File: src/rtl/counter_ctrl_pkg.sv
// Shared types and constants for the counter sweep controller.
// COUNTER_SWEEP_WDOG_EN adds the stall-watchdog error state.
package counter_ctrl_pkg;

   localparam int SWEEP_CNT_W     = 8;
   localparam int WDOG_CYCLES_DEF = 16;

   typedef enum logic [2:0] {
      ST_IDLE,
      ST_LOAD,
      ST_DOWN,
      ST_UP,
      ST_DONE
`ifdef COUNTER_SWEEP_WDOG_EN
      , ST_ERR
`endif
   } sweep_state_t;

   function automatic logic [SWEEP_CNT_W-1:0] sat_inc(input logic [SWEEP_CNT_W-1:0] v);
      return (v == '1) ? v : v + 1'b1;
   endfunction

endpackage

File: src/rtl/counter_sweep_ctrl_watchdog.sv
// Stall detector: flags when counter_value has not moved for WDOG_CYCLES
// consecutive active cycles. Only instantiated with COUNTER_SWEEP_WDOG_EN.
module sweep_watchdog #(
   parameter int N           = 32,
   parameter int WDOG_CYCLES = 16
) (
   input  logic         clock,
   input  logic         reset,
   input  logic         active,
   input  logic [N-1:0] counter_value,
   output logic         trip
);

   localparam int CW = (WDOG_CYCLES > 1) ? $clog2(WDOG_CYCLES) : 1;
   localparam logic [CW-1:0] LEFT_INIT = CW'(WDOG_CYCLES - 1);

   logic [N-1:0]  prev_q;
   logic [CW-1:0] left_q;
   logic          stalled;

   assign stalled = active && (counter_value == prev_q);
   assign trip    = stalled && (left_q == '0);

   always_ff @(posedge clock or negedge reset) begin
      if (!reset) begin
         prev_q <= '0;
         left_q <= LEFT_INIT;
      end else begin
         prev_q <= counter_value;
         if (!stalled)
            left_q <= LEFT_INIT;
         else if (left_q != '0)
            left_q <= left_q - 1'b1;
      end
   end

endmodule

File: src/rtl/counter_sweep_ctrl.sv
// Drives load/dec/enable of an N-bit up/down counter through repeated
// ref -> 0 -> ref sweeps. Optional watchdog: COUNTER_SWEEP_WDOG_EN.
//
// state | meaning
// IDLE  | waiting for start, counter untouched
// LOAD  | one-cycle load of captured reference
// DOWN  | counting down towards zero
// UP    | counting up back to reference
// DONE  | one-cycle completion pulse
// ERR   | counter stalled (watchdog build only), held until stop
module counter_sweep_ctrl
   import counter_ctrl_pkg::*;
#(
   parameter int N           = 32,
   parameter int SWEEPS      = 4,
   parameter int WDOG_CYCLES = WDOG_CYCLES_DEF
) (
   input  logic                   clock,
   input  logic                   reset,
   input  logic                   start,
   input  logic                   stop,
   input  logic                   pause,
   input  logic [N-1:0]           ref_value,
   input  logic [N-1:0]           counterN,
   output logic                   load,
   output logic                   dec,
   output logic                   enable,
   output logic [N-1:0]           Load_Ref_value,
   output logic                   busy,
   output logic                   done,
   output logic [SWEEP_CNT_W-1:0] sweep_cnt,
   output logic                   err
);

   if (WDOG_CYCLES < 1 || N < 1) begin : g_bad_cfg
      $error("counter_sweep_ctrl: WDOG_CYCLES and N must be at least 1");
   end

   sweep_state_t           state_q, state_nxt;
   logic [N-1:0]           ref_q;
   logic [SWEEP_CNT_W-1:0] sweep_cnt_q, cnt_inc;
   logic                   start_acc, sweep_done;
   logic                   at_bottom, at_top;

   assign cnt_inc   = sat_inc(sweep_cnt_q);
   // Exit one count early: the counter takes its final step on the same edge.
   assign at_bottom = (counterN == N'(1));
   assign at_top    = (counterN == ref_q - N'(1));

`ifdef COUNTER_SWEEP_WDOG_EN
   logic wdog_trip;
   logic err_q;

   sweep_watchdog #(
      .N           (N),
      .WDOG_CYCLES (WDOG_CYCLES)
   ) u_watchdog (
      .clock         (clock),
      .reset         (reset),
      .active        (enable && (state_q == ST_DOWN || state_q == ST_UP)),
      .counter_value (counterN),
      .trip          (wdog_trip)
   );
`endif

   always_comb begin
      state_nxt  = state_q;
      start_acc  = 1'b0;
      sweep_done = 1'b0;
      case (state_q)
         ST_IDLE: begin
            if (start) begin
               state_nxt = ST_LOAD;
               start_acc = 1'b1;
            end
         end
         ST_LOAD: state_nxt = (ref_q == '0) ? ST_DONE : ST_DOWN;
         ST_DOWN: begin
            if (!pause) begin
`ifdef COUNTER_SWEEP_WDOG_EN
               if (wdog_trip)
                  state_nxt = ST_ERR;
               else
`endif
               if (at_bottom)
                  state_nxt = ST_UP;
            end
         end
         ST_UP: begin
            if (!pause) begin
`ifdef COUNTER_SWEEP_WDOG_EN
               if (wdog_trip)
                  state_nxt = ST_ERR;
               else
`endif
               if (at_top) begin
                  sweep_done = 1'b1;
                  if (SWEEPS != 0 && 32'(cnt_inc) == 32'(SWEEPS))
                     state_nxt = ST_DONE;
                  else
                     state_nxt = ST_DOWN;
               end
            end
         end
         ST_DONE: state_nxt = ST_IDLE;
         default: state_nxt = state_q;
      endcase
      if (stop) begin
         state_nxt  = ST_IDLE;
         start_acc  = 1'b0;
         sweep_done = 1'b0;
      end
   end

   always_ff @(posedge clock or negedge reset) begin
      if (!reset) begin
         state_q     <= ST_IDLE;
         ref_q       <= '0;
         sweep_cnt_q <= '0;
      end else begin
         state_q <= state_nxt;
         if (start_acc) begin
            ref_q       <= ref_value;
            sweep_cnt_q <= '0;
         end else if (sweep_done) begin
            sweep_cnt_q <= cnt_inc;
         end
      end
   end

`ifdef COUNTER_SWEEP_WDOG_EN
   always_ff @(posedge clock or negedge reset) begin
      if (!reset)
         err_q <= 1'b0;
      else if (start_acc)
         err_q <= 1'b0;
      else if (state_nxt == ST_ERR)
         err_q <= 1'b1;
   end
   assign err = err_q;
`else
   assign err = 1'b0;
`endif

   // Stop gates enable at once so the counter does not take one more step.
   assign load           = (state_q == ST_LOAD);
   assign dec            = (state_q == ST_DOWN);
   assign enable         = !stop && ((state_q == ST_LOAD) ||
                           (((state_q == ST_DOWN) || (state_q == ST_UP)) && !pause));
   assign busy           = (state_q != ST_IDLE);
   assign done           = (state_q == ST_DONE);
   assign Load_Ref_value = ref_q;
   assign sweep_cnt      = sweep_cnt_q;

endmodule

File: config.mk
export PLATFORM = sky130hd
export DESIGN_NAME = counter_sweep_ctrl
export DESIGN_NICKNAME = d
export VERILOG_FILES = /design/src/rtl/counter_ctrl_pkg.sv /design/src/rtl/counter_sweep_ctrl_watchdog.sv /design/src/rtl/counter_sweep_ctrl.sv
export SDC_FILE = /design/constraint.sdc
export NUM_CORES = 1
export LEC_CHECK = 0
export CAP_MARGIN = 5
export CORE_UTILIZATION = 40
export DETAILED_ROUTE_END_ITERATION = 10
export GPL_TIMING_DRIVEN = 0
export PLACE_DENSITY = 0.74
export SYNTH_ARGS = -nofsm -noshare
export SYNTH_HDL_FRONTEND = slang
export SYNTH_SLANG_ARGS = --single-unit
File: constraint.sdc
create_clock -name clock -period 4.6 [get_ports clock]
set_clock_uncertainty 0.05 [all_clocks]
set_input_delay 0.46 -clock clock [delete_from_list [all_inputs] [get_ports clock]]
set_output_delay 0.46 -clock clock [all_outputs]
set_load 0.05 [all_outputs]
==> metrics.cfg <==
[routing]
drc_errors = 0
wirelength_mm = 10.66
via_per_inst = 5.604
num_vias = 3592
dr.pass1.iters = 5
drt_iter0_drc = 184
drt.antenna.violating_nets = 0
wire_per_inst_um = 16.63

[worst_setup_path]
slowest_delay_ns = 0.58
crit_path_start = Load_Ref_value[3]$_DFFE_PN0P_
r2r-start = Load_Ref_value[3]$_DFFE_PN0P_
critPathTopFamily = simple AND/OR/NAND/NOR gates
crit_cells = 10
cp_max_fo = 10
cp_data_arrival_time_ns = 3.70
crit_buf_inv = 2
crit_slowest_cell = nor4_1
end_kind = flip-flop
worstPathRequired_ns = 4.75
rrSetupSlack_ns = 1.05
path_cells = clkbuf_2, nor4_1, nand3_1, or4_1, a22oi_1, nand4_1, nor4_2, buf_6, a31oi_1, a311oi_1
cp-start-kind = flip-flop
worst-setup-path-type = reg -> reg
r2r_cells = 10

[yosys]
synthArstFlopShare_pct = 100.0
ys.flop_type = dfrtp_1
synth.distinct_cells = 70
synth_edf_count = 0
seq_area_frac_synth_pct = 32.40
yosysWarnings = 0
synth_area_leaders = dfrtp_1, nand2_1, xor2_1
synth_top_cell_by_area = dfrtp_1
synth_top_area_share_pct = 32.40
synth_area_per_cell_um2 = 7.982
synth_area_um2 = 3321
ys_ff_latch = 43
syn_nets = 487
syn_inst = 416

[global_routing]
gr-total-overflow = 0
first_global_vias = 3372
grt_pass1_wl_mm = 17.11
track_usage_pct = 25.41
grt_max_degree = 41
antenna_found_initial = 0

[cts]
numCtsBuffers = 5
worstSkewPairLatency_ns = 0.29
root_buffer = clkbuf_8
h-tree-depth = 2
cts_sinks = 43
cts_tree = built
cts_buffer_depth = 2
path_clk_slew_ns = 0.08
cts_resized = 0

[floorplanning]
io_pins = 115
die-width_um = 93.12
start_util_pct = 42.10
die_area_um2 = 8670
rows = 32
die_y_um = 93.12
core-area_um2 = 7888

[finish]
area.growth.synth_to_final_pct = 42.20
fin_util_pct = 59.87
fin_nets = 609
drive_above_1_share_pct = 9.091
antenna_cells = 0

[power]
ir_drop_mv = 0.3506
p_leak_nw = 1.926
p_per_area_nw_per_um2 = 626.1

[timing]
final_hold_viol_count = 0
slew_violations = 0
relSlewSlack_pct = 35.91
fmax_mhz = 281.6
fin_tns_setup_ns = 0
finalSetupViolations = 0
max_slew.worst_pin.slew_ns = 0.9540
rsz0062_at_grt = false
layout_setup_ws_ns = 1.049
finalCriticalPeriod_ns = 3.551
whs_ns = 0.4490
fin_crit_sh_pct = 77.21

[outcome]
status = completed

[placed_design]
numPortBuffers = 113
gp_congestion = 0.8936
hpwl_mm = 8.511
pre_cts_ws_ns = 0.9198

[flow_run]
cap_viol_max_count = 0

[min_path]
hp-class = in -> async

metrics by stage:
stage,cell area [um2],power [mW],std cells
global placement,4579,2.603,631
detailed placement,4594,2.636,632
finish,4722,2.957,641
CTS,4722,2.960,641
global route,4722,3.138,641
floorplan,3321,2.009,416
layer usage:
layer / track usage, % / vias up / share of wire [%]
met2: 41.73 / 141 / 46
met5: 0 / - / 0
li1: - / 1758 / -
met3: 4.309 / 7 / 6.5
met1: 34.91 / 1686 / 46
met4: 5.641 / 0 / 1.2
worst reg2reg max path, delay by kind of cell, from the launching register on:
kind	cells	cell delay, ns
compound gates	3	0.54
buf+inv	2	0.39
flops	1	0.38
simple gates	5	2.09
power breakdown:
group | total [mW] | internal [mW] | switching [mW] | leakage, nW
clock network | 0.310 | 0.176 | 0.134 | 0.0612
registers | 0.780 | 0.519 | 0.261 | 0.549
logic | 1.87 | 0.691 | 1.18 | 1.32
synth_stat cells, drive strengths merged, types with 3 or more instances:
master,n
or4,8
nand3,10
and4,4
o2111ai,3
mux2i,5
nand2,110
a22oi,3
clkbuf,13
or2,3
nand4,13
nor3,14
nor4,19
xnor2,15
buf,6
and2,3
nor2,25
nor2b,3
or3,9
nand3b,3
o31ai,3
a31oi,10
and3,5
o21ai,11
a211oi,3
inv,8
a21oi,5
xor2,19
dfrtp,43
cell families (layout without fill, tap and decap cells):
kind of cell               count (synthesis)  count (layout)  share of synthesized area, %
adders and majority gates                  2               2                        0.7535
xor gates and xnor gates                  34              34                         8.968
buffers and inverters                     27             150                         4.107
and+or+nand+nor                          240             240                         37.87
muxes                                      5               5                         1.507
other                                      1               1                        0.1129
DFF                                       43              43                         32.40
AOI/OAI and AO/OA                         64              64                         14.28
cell type report:
class	count	area, um2
clock inverters	2	35.03
multi-input cells	346	2108
repair buffers	115	1156
well taps	102	127.6
inverters	8	30.03
plain buffers	19	106.4
flip-flops and latches	43	1076
clock buffers	6	82.58
fillers	737	3166
final timing paths:
check / end
max: sweep_cnt[6]$_DFFE_PN0P_
min: sweep_cnt[1]$_DFFE_PN0P_
max reg2reg: sweep_cnt[6]$_DFFE_PN0P_
min reg2reg: sweep_cnt[0]$_DFFE_PN0P_
max in group asynchronous: Load_Ref_value[13]$_DFFE_PN0P_
min in group clock: sweep_cnt[0]$_DFFE_PN0P_
placed cells by master, fill, tap and decap left out, drive strengths merged, types with 4 or more instances in the layout:
cell	count
nand2	110
dfrtp	43
mux2i	5
nor2	25
and3	5
clkbuf	19
a31oi	10
or4	8
inv	8
nand4	13
nor3	14
xnor2	15
clkdlybuf4s50	112
nor4	19
a21oi	5
or3	9
buf	8
nand3	10
xor2	19
and4	4
o21ai	11
what timing repair did:
action                                 4_1_cts  5_1_grt
buffers inserted                             0        0
endpoints found under the hold margin        3        0
hold buffers                                 1        0
state kept, by name, summed over array words and instances, names as in the netlist:
name and cells:
Load_Ref_value 32, state_q 3, sweep_cnt 8
Power figures use the tool's default switching activity.
